[src/rtl/calc_pkg.sv]
// Shared encodings for the calculator front-end: operator codes, sequencer
// states, result width and the BCD range helper.
package calc_pkg;

   typedef enum logic [1:0] {
      OP_ADD = 2'd0,
      OP_SUB = 2'd1,
      OP_MUL = 2'd2,
      OP_DIV = 2'd3
   } op_e;

   typedef enum logic [2:0] {
      ST_ENTER_A = 3'd0,
      ST_ENTER_B = 3'd1,
      ST_EXEC    = 3'd2,
      ST_SHOW    = 3'd3,
      ST_ERR     = 3'd4
   } state_e;

   localparam int RES_W = 14;

   function automatic logic is_bcd(input logic [3:0] dig);
      return (dig <= 4'd9);
   endfunction

endpackage

[src/rtl/bcd_entry_reg.sv]
// Two-digit BCD entry register: a key shifts in as units, the old units become
// tens. Clear and load in the same cycle yields 0 tens with the new digit as units.
module bcd_entry_reg
   import calc_pkg::*;
(
   input  logic       clk,
   input  logic       rst,
   input  logic       clr_i,
   input  logic       load_i,
   input  logic [3:0] digit_i,
   output logic [3:0] tens_o,
   output logic [3:0] units_o,
   output logic       has_digit_o
);

   logic [3:0] tens_q, tens_d;
   logic [3:0] units_q, units_d;
   logic       has_q, has_d;

   always_comb begin
      tens_d  = tens_q;
      units_d = units_q;
      has_d   = has_q;
      if (load_i && is_bcd(digit_i)) begin
         tens_d  = clr_i ? 4'd0 : units_q;
         units_d = digit_i;
         has_d   = 1'b1;
      end else if (clr_i) begin
         tens_d  = 4'd0;
         units_d = 4'd0;
         has_d   = 1'b0;
      end else begin
         has_d   = has_q;
      end
   end

   always_ff @(posedge clk) begin
      if (rst) begin
         tens_q  <= 4'd0;
         units_q <= 4'd0;
         has_q   <= 1'b0;
      end else begin
         tens_q  <= tens_d;
         units_q <= units_d;
         has_q   <= has_d;
      end
   end

   assign tens_o      = tens_q;
   assign units_o     = units_q;
   assign has_digit_o = has_q;

endmodule

[src/rtl/calc_sequencer.sv]
// Calculator front-end sequencer: operand/operator entry, datapath start/wait,
// result hold. Optional EXEC watchdog enabled by defining CALC_WDOG_EN.
module calc_sequencer
   import calc_pkg::*;
   #(parameter int unsigned WDOG_CYCLES = 64)
(
   input  logic             clk,
   input  logic             rst,
   input  logic             digit_valid,
   input  logic [3:0]       digit,
   input  logic             op_valid,
   input  logic [1:0]       op,
   input  logic             eq,
   input  logic             clr,
   input  logic             exec_done,
   input  logic [RES_W-1:0] exec_result,
   input  logic             exec_neg,
   output logic [3:0]       a,
   output logic [3:0]       b,
   output logic [3:0]       c,
   output logic [3:0]       d,
   output logic [1:0]       op_sel,
   output logic             exec_start,
   output logic [RES_W-1:0] result_q,
   output logic             neg_q,
   output logic             res_valid,
   output logic             busy,
   output logic             err
);

   state_e           state_q, state_d;
   logic [1:0]       op_sel_q, op_sel_d;
   logic [RES_W-1:0] result_d;
   logic             neg_d;
   logic             exec_start_q, exec_start_d;
   logic             a_clr_s, a_load_s, b_clr_s, b_load_s;
   logic             b_has_s, a_has_unused_s;
   logic             eq_s, op_s, dig_s, b_zero_s, wdog_exp_s;

   // Only the highest-priority strobe of a cycle is acted on (clr handled first).
   assign eq_s     = eq;
   assign op_s     = op_valid && !eq;
   assign dig_s    = digit_valid && is_bcd(digit) && !eq && !op_valid;
   assign b_zero_s = (c == 4'd0) && (d == 4'd0);

   bcd_entry_reg u_a (
      .clk         (clk),
      .rst         (rst),
      .clr_i       (a_clr_s),
      .load_i      (a_load_s),
      .digit_i     (digit),
      .tens_o      (a),
      .units_o     (b),
      .has_digit_o (a_has_unused_s)
   );

   bcd_entry_reg u_b (
      .clk         (clk),
      .rst         (rst),
      .clr_i       (b_clr_s),
      .load_i      (b_load_s),
      .digit_i     (digit),
      .tens_o      (c),
      .units_o     (d),
      .has_digit_o (b_has_s)
   );

`ifdef CALC_WDOG_EN
   localparam int unsigned WD_W = (WDOG_CYCLES > 1) ? $clog2(WDOG_CYCLES) : 1;
   logic [WD_W-1:0] wdog_q, wdog_d;

   assign wdog_exp_s = (wdog_q == {WD_W{1'b0}});

   // Loaded with the start pulse; reaching zero in EXEC marks the last allowed cycle.
   always_comb begin
      wdog_d = wdog_q;
      if (exec_start_d) begin
         wdog_d = WD_W'(WDOG_CYCLES - 1);
      end else if ((state_q == ST_EXEC) && !wdog_exp_s) begin
         wdog_d = wdog_q - {{(WD_W-1){1'b0}}, 1'b1};
      end else begin
         wdog_d = wdog_q;
      end
   end

   always_ff @(posedge clk) begin
      if (rst) begin
         wdog_q <= {WD_W{1'b0}};
      end else begin
         wdog_q <= wdog_d;
      end
   end
`else
   assign wdog_exp_s = 1'b0;
`endif

   always_comb begin
      state_d      = state_q;
      op_sel_d     = op_sel_q;
      result_d     = result_q;
      neg_d        = neg_q;
      exec_start_d = 1'b0;
      a_clr_s      = 1'b0;
      a_load_s     = 1'b0;
      b_clr_s      = 1'b0;
      b_load_s     = 1'b0;
      if (clr) begin
         state_d  = ST_ENTER_A;
         op_sel_d = OP_ADD;
         result_d = {RES_W{1'b0}};
         neg_d    = 1'b0;
         a_clr_s  = 1'b1;
         b_clr_s  = 1'b1;
      end else begin
         case (state_q)
            ST_ENTER_A: begin
               if (op_s) begin
                  op_sel_d = op;
                  b_clr_s  = 1'b1;
                  state_d  = ST_ENTER_B;
               end else begin
                  a_load_s = dig_s;
               end
            end
            ST_ENTER_B: begin
               if (eq_s && b_has_s) begin
                  if ((op_sel_q == OP_DIV) && b_zero_s) begin
                     state_d = ST_ERR;
                  end else begin
                     state_d      = ST_EXEC;
                     exec_start_d = 1'b1;
                  end
               end else if (op_s && !b_has_s) begin
                  op_sel_d = op;
               end else begin
                  b_load_s = dig_s;
               end
            end
            ST_EXEC: begin
               // A completion in the expiry cycle still counts as success.
               if (exec_done) begin
                  result_d = exec_result;
                  neg_d    = exec_neg;
                  state_d  = ST_SHOW;
               end else if (wdog_exp_s) begin
                  state_d = ST_ERR;
               end else begin
                  state_d = ST_EXEC;
               end
            end
            ST_SHOW: begin
               if (dig_s) begin
                  a_clr_s  = 1'b1;
                  b_clr_s  = 1'b1;
                  a_load_s = 1'b1;
                  state_d  = ST_ENTER_A;
               end else begin
                  state_d = ST_SHOW;
               end
            end
            ST_ERR: begin
               state_d = ST_ERR;
            end
            default: begin
               state_d = ST_ENTER_A;
            end
         endcase
      end
   end

   always_ff @(posedge clk) begin
      if (rst) begin
         state_q      <= ST_ENTER_A;
         op_sel_q     <= OP_ADD;
         result_q     <= {RES_W{1'b0}};
         neg_q        <= 1'b0;
         exec_start_q <= 1'b0;
      end else begin
         state_q      <= state_d;
         op_sel_q     <= op_sel_d;
         result_q     <= result_d;
         neg_q        <= neg_d;
         exec_start_q <= exec_start_d;
      end
   end

   assign op_sel     = op_sel_q;
   assign exec_start = exec_start_q;
   assign res_valid  = (state_q == ST_SHOW);
   assign busy       = (state_q == ST_EXEC);
   assign err        = (state_q == ST_ERR);

endmodule

[config.mk]
export PLATFORM = sky130hd
export DESIGN_NAME = calc_sequencer
export DESIGN_NICKNAME = d
export VERILOG_FILES = /design/src/rtl/calc_pkg.sv /design/src/rtl/bcd_entry_reg.sv /design/src/rtl/calc_sequencer.sv
export SDC_FILE = /design/constraint.sdc
export NUM_CORES = 1
export LEC_CHECK = 0
export ABC_AREA = 1
export CAP_MARGIN = 20
export CORE_ASPECT_RATIO = 1.2
export CORE_MARGIN = 8
export CORE_UTILIZATION = 35
export CTS_BUF_LIST = sky130_fd_sc_hd__clkbuf_2
export CTS_CLUSTER_DIAMETER = 120
export DETAILED_ROUTE_END_ITERATION = 16
export GPL_TIMING_DRIVEN = 0
export PLACE_DENSITY = 0.62
export SLEW_MARGIN = 25
export SYNTH_ARGS = -nofsm -noshare
export SYNTH_HDL_FRONTEND = slang
export SYNTH_SLANG_ARGS = --single-unit
[constraint.sdc]
create_clock -name clk -period 1.8 [get_ports clk]
set_input_delay 0.54 -clock clk [delete_from_list [all_inputs] [get_ports clk]]
set_output_delay 0.54 -clock clk [all_outputs]
set_load 0.03 [all_outputs]
==> impl_results.md, run 1 <==
* Final WL at 4.640 mm
* Post-synth design cell area at 1672 sq um
* Post-synthesis adder-cell area fraction at 0%
* Commonest non-fill, non-tap cell in the layout: nand2_1
* Slew HR at 68.61%
* First-pass GRT wire length at 7.803 mm
* Worst Hold Class: reg -> reg
* Ys async rst share at 0%
* Cell family with most CP delay: flip-flops
* Clk_lat worst skew at 0.40 ns
* Final setup margin at -0.06763 ns
* Status: finished with violations
* Pleak at 0.001073 uW
* CP dominant cell by count: buf_6
* Total iterations of the first detailed-routing run at 4
* Synth Area in XOR/XNOR at 0%
* Post-layout util at 53.95%
* Warnings from Yosys at 0
* Die area at 7252 sq um
* Starting Density at 36.38%
* CP Max Fanout at 3
* Clock skew at 0.01975 ns
* Post-synth EDFFs at 0
* Initial antenna violation count at 0
* Mux cell area share after synthesis at 0%
* CTS tree: done
* CTS clock-pin slew for the worst setup and hold paths at 0.17 ns
* Placed instance area at 2385 sq um
* Iter 0 DRT Violations at 68
* Vias per inst at 4.672
* Slowest cell delay on critical path at 0.39 ns
* Max stage delay cell, worst path: dfxtp_4
* FMAX at 535.4 MHz
* Number of global-route vias before repair at 1652
* Register Area at 769.5 sq um
* Die height at 91.71 um
* Hpwl dp at 3.532 mm
* Area of the multi-input gates at 804.5 sq um
* Final Cycle Share at 103.8%
* CP Cell Sequence: buf_6 > nor3_4 > buf_6
* Placeable Area at 4594 sq um
* Row Count at 27
* Largest net degree at the start of global routing at 12
* GP Congestion at 0.7982
* CTS Buffer Depth at 2
* Share of cells above drive strength 1 at 18.39%
* # clock sinks at 38
* Final std cells w/o fill at 357
* Post-Synthesis Cells at 220
* Drt wl/cell at 13.00 um
* Worst Path Buf+Inv at 2
* Crit Path Class: reg -> out
* Worst EP arrival at 1.33 ns
* Critical Path Sink Type: primary output
* Critical path launch point type: flip-flop
* Final std cell area, no fill at 2479 sq um
* Slew @ Worst Pin at 0.4708 ns
* Die span in x at 79.09 um
* Max-cap violation count at 0
* Main synth FF type: dfxtp_1
* Synth Area in Compound Gates at 14.30%
* Post-route ant nets at 0
* Grt total ovfl at 0
* # IOs at 65
* Yosys cell types at 28
* Syn Area/Cell at 7.598 sq um
* Syn nets at 248
* Fillers at 493
* Drt drc at 0
* Dpl cells at 342
* Cell Pwr Density at 567.1 nW/um^2
* Critical Path RT at 1.26 ns
* Commonest non-fill, non-tap cells in the layout: 42 x nand2_1, 36 x nor2_1, 35 x dfxtp_1
* Nets at 326
* Max VDD drop at 329.3 uV
* Seq cells post-synth at 38
* Failing checks: negative setup slack
* Area Growth Syn to Fin at 48.28%
* Fin crit period at 1.868 ns
* RSZ-0062 raised after global routing: yes
* Final Hold Viols at 0
* CTS Buf Count at 5
* Register area share after synthesis at 45.51%
* Final Setup Violations at 1
* Largest family of logic cells by synthesized area: simple AND/OR/NAND/NOR gates
* N_diodes at 0
* Post-synthesis simple-gate area fraction at 31.96%
* Total track usage at 13.37%
* PortBufs at 64
* # H-tree levels at 2
* Via count at 1668
* Fin. max-slew vios at 0
* Clk Tree Root Cell: clkbuf_2
cell usage after synthesis, types with 2 or more instances:
cell type  instances  area (sq um)
nand2_2            3         18.77
o21ai_2            2         17.52
clkbuf_1           2         7.510
nor2_1            38         142.6
nand2_4            2         22.52
inv_2              5         18.77
nor2_4             2         22.52
nand2_1           42         157.7
dfxtp_1           38         760.7
nand3_2            3         30.03
inv_1             16         60.06
nand3_1           10         50.05
nor3_1             2         10.01
o21ai_0           14         70.07
nand3_4            2         35.03
a21oi_1           26         130.1
nor2_2             2         12.51
where the power goes:
| part | internal [uW] | leakage, uW | total (uW) | switching (uW) |
|---|---|---|---|---|
| clock network | 95.5 | 0.0000304 | 379 | 284 |
| registers | 845 | 0.000308 | 849 | 3.44 |
| logic | 87.4 | 0.000734 | 178 | 90.6 |
layer usage:
layer  wire length (um)  vias up  GRT usage, %  share of wire (%)
met5                  0        -             0                  0
met4                 69        0         5.108                1.5
met3                570        6         8.398                 12
met2               2136       55         20.86                 46
met1               1864      740         14.18                 40
li1                   -      867             -                  -
cell type report:
type | count | share of cell area, %
clock inverters | 2 | 0.3534
well taps | 58 | 2.928
flip-flops and latches | 38 | 31.04
multi-input cells | 154 | 32.46
repair buffers | 71 | 26.40
clock buffers | 6 | 1.212
inverters | 24 | 3.988
plain buffers | 4 | 1.615
cells by family (layout without fill, tap and decap cells):
logic type | after synthesis | after routing
AOI/OAI and AO/OA | 45 | 45
DFF | 38 | 38
buffers and inverters | 28 | 107
and+or+nand+nor | 109 | 109
worst paths after layout:
path	from	end	slack, ns	cells after the start
setup / recovery	state_q[0]$_SDFFE_PP0P_	busy	-0.07	3
setup reg to reg	state_q[0]$_SDFFE_PP0P_	u_b.tens_o[2]$_SDFFE_PP0P_	0.19	10
hold reg to reg	result_q[6]$_SDFFE_PP0P_	result_q[6]$_SDFFE_PP0P_	0.47	2
hold / removal	result_q[6]$_SDFFE_PP0P_	result_q[6]$_SDFFE_PP0P_	0.47	2
flip-flops by register name, summed over array words and instances (netlist names):
signal,count
u_a.units_o,4
op_sel,2
u_b.units_o,4
u_b.has_digit_o,1
state_q,3
u_b.tens_o,4
u_a.tens_o,4
result_q,14
exec_start,1
neg_q,1
worst min-delay path, stage by stage, from the launching register on:
cell and delay, ns:
dfxtp_1 0.34, nand2_1 0.06, a21oi_1 0.05
repair_timing:
item / CTS / global route
setup endpoints to repair: 37 / 17
resized for setup: 72 / 11
hold buffers: 0 / 0
cloned: 0 / 0
buffers inserted: 4 / 3
pin swaps: 3 / 2
per-stage QoR:
stage | setup TNS [ns] | setup slack, ns | hold slack [ns] | power [uW]
after floorplan | 0 | 0.2235 | 0.4527 | 947.9
after global placement | -9.014 | -0.3517 | 0.4502 | 1038
after detailed placement | -9.026 | -0.3499 | 0.4581 | 1038
after CTS | -0.1102 | -0.1027 | 0.4768 | 1420
after global routing | -0.2560 | -0.1535 | 0.5037 | 1465
final | -0.06763 | -0.06763 | 0.4734 | 1406
Note: power is estimated with default switching activity, not from simulation.
==> inputs of run 2 (changes only) <==
==> constraint.sdc (replaced) <==
create_clock -name clk -period 2.35 [get_ports clk]
set_input_delay 0.705 -clock clk [delete_from_list [all_inputs] [get_ports clk]]
set_output_delay 0.705 -clock clk [all_outputs]
set_load 0.03 [all_outputs]
==> run 2 against run 1 <==
Compared with the run above: the flow now finishes without violations; sequential share of layout area up 0.33 points; die area unchanged; combinational power down 28%; worst hold slack better by 0.0024 ns; worst setup slack better by 0.19 ns; flip-flop and latch count unchanged; final cell count down 2.0%; utilization down 1.1 points; critical path depth unchanged; critical endpoint unchanged; highest routed layer unchanged.
==> impl_results.md, run 2 (synthesis results as in run 1) <==
* Dpl cells at 342 (unchanged)
* Placeable Area at 4594 sq um (unchanged)
* Critical Path RT at 1.64 ns (+0.38 ns)
* Worst EP arrival at 1.52 ns (+0.19 ns)
* Final WL at 4.464 mm (-3.8%)
* Via count at 1636 (-1.9%)
* Nets at 319 (-2.1%)
* Post-route ant nets at 0 (unchanged)
* Fin crit period at 2.228 ns
* Slowest cell delay on critical path at 0.44 ns (+0.05 ns)
* GP Congestion at 0.7982 (unchanged)
* Reg with most FFs: result_q
* Die span in x at 79.09 um (unchanged)
* CP Max Fanout at 3 (unchanged)
* Critical Path Sink Type: primary output
* PortBufs at 64 (unchanged)
* Share of cells above drive strength 1 at 13.36% (-5.0 points)
* # clock sinks at 38 (unchanged)
* Critical path launch point type: flip-flop
* Fin. max-slew vios at 0 (unchanged)
* Total track usage at 12.78% (-0.60 points)
* Largest net degree at the start of global routing at 12 (unchanged)
* # IOs at 65 (unchanged)
* N_diodes at 0 (unchanged)
* Drt drc at 0 (unchanged)
* Drt wl/cell at 12.75 um (-1.9%)
* Final std cell area, no fill at 2429 sq um (-2.0%)
* Setup TNS at 0 ns (+0.06763 ns)
* Worst Path Buf+Inv at 2 (unchanged)
* Hpwl dp at 3.532 mm (unchanged)
* CTS Buffer Depth at 2 (unchanged)
* Starting Density at 36.38% (unchanged)
* CTS Buf Count at 5 (unchanged)
* CTS clock-pin slew for the worst setup and hold paths at 0.19 ns (+0.02 ns)
* FMAX at 448.8 MHz
* Iter 0 DRT Violations at 69 (+1.5%)
* Vias per inst at 4.674 (about the same)
* Largest register FFs at 14 (unchanged)
* Commonest non-fill, non-tap cells in the layout: 61 x clkdlybuf4s50_1, 42 x nand2_1, 38 x nor2_1
* Final Hold Viols at 0 (unchanged)
* Slew @ Worst Pin at 0.4898 ns (+0.01899 ns)
* Slew HR at 67.35% (-1.3 points)
* Die area at 7252 sq um (unchanged)
* Total Power at 1071 uW (-24%)
* # H-tree levels at 2 (unchanged)
* Row Count at 27 (unchanged)
* Post-layout util at 52.86% (-1.1 points)
* Cell Pwr Density at 440.8 nW/um^2 (-22%)
* Die height at 91.71 um (unchanged)
* Max VDD drop at 237.9 uV (-28%)
* CTS tree: done
* Post-CTS setup buffers at 0 (-4)
* Crit Path Class: reg -> out
* Clk Tree Root Cell: clkbuf_2
* Initial antenna violation count at 0 (unchanged)
* Commonest non-fill, non-tap cell in the layout: clkdlybuf4s50_1
* Final Setup Violations at 0 (-1)
* CP Cell Sequence: inv_1 > nor3_4 > clkdlybuf4s15_2
* Final Cycle Share at 94.82%
* Total iterations of the first detailed-routing run at 4 (unchanged)
* Cts hold-fix bufs at 0 (unchanged)
* Clock skew at 0.02024 ns (+0.0004909 ns)
* Placed instance area at 2385 sq um (unchanged)
* Max-cap violation count at 0 (unchanged)
* Worst Hold Class: reg -> reg
* Clk_lat worst skew at 0.40 ns (about the same)
* Max stage delay cell, worst path: dfxtp_1
* Area Growth Syn to Fin at 45.28%
* Grt total ovfl at 0 (unchanged)
* Status: finished, final reports clean
* RSZ-0062 raised after global routing: no
* First-pass GRT wire length at 7.465 mm (-4.3%)
* Final std cells w/o fill at 350 (-2.0%)
* Pleak at 0.0008658 uW (-19%)
* Number of global-route vias before repair at 1606 (-2.8%)
* Cell family with most CP delay: buffers and inverters
run 2: cell type report:
class	count	area, sq um
fill	487	2166
inverter	24	98.84
sequential	38	762.0
clock buffer	6	30.03
multi-input combinational	154	779.5
timing repair buffer	64	638.1
clock inverter	2	8.758
buffer	4	38.79
tap	58	72.57
run 2: final timing paths:
| kind | startpoint | to | slack (ns) | depth (start not counted) |
|---|---|---|---|---|
| worst max register to register | state_q[2]$_SDFFE_PP0P_ | u_b.tens_o[2]$_SDFFE_PP0P_ | 0.97 | 6 |
| worst max-delay path | state_q[1]$_SDFFE_PP0P_ | busy | 0.12 | 3 |
| worst min-delay path | result_q[6]$_SDFFE_PP0P_ | result_q[6]$_SDFFE_PP0P_ | 0.48 | 2 |
| worst min register to register | result_q[6]$_SDFFE_PP0P_ | result_q[6]$_SDFFE_PP0P_ | 0.48 | 2 |
run 2: repair_timing:
action | in CTS | in global routing
endpoints found under the setup margin | 3 | 3
endpoints found under the hold margin | 0 | 0
pin swaps | 0 | 0
resized for setup | 7 | 4
run 2: routing by layer:
layer  track usage (%)  wire [um]  vias to the layer above
met5                 0          0                        -
met3             8.203        587                        4
met4             5.108         40                        0
met1             13.61       1836                      721
met2             19.63       1999                       58
li1                  -          -                      853
run 2: worst register-to-register path: cells and delay by family (launching register included):
family	cells	cell delay, ns
simple gates	5	0.65
flops	1	0.53
compound gates	1	0.16
run 2: metrics by stage:
step                setup WS, ns  hold slack (ns)
floorplan                 0.6363           0.4527
detailed placement       0.03515           0.4581
global route             0.01617           0.5061
CTS                      0.01558           0.4793
global placement         0.03331           0.4502
finish                    0.1217           0.4758
run 2: power by group:
part           leakage (uW)  switching [uW]  internal, uW
clock             0.0000304             216          73.1
sequential         0.000307            3.79           649
combinational      0.000529            65.4          63.4
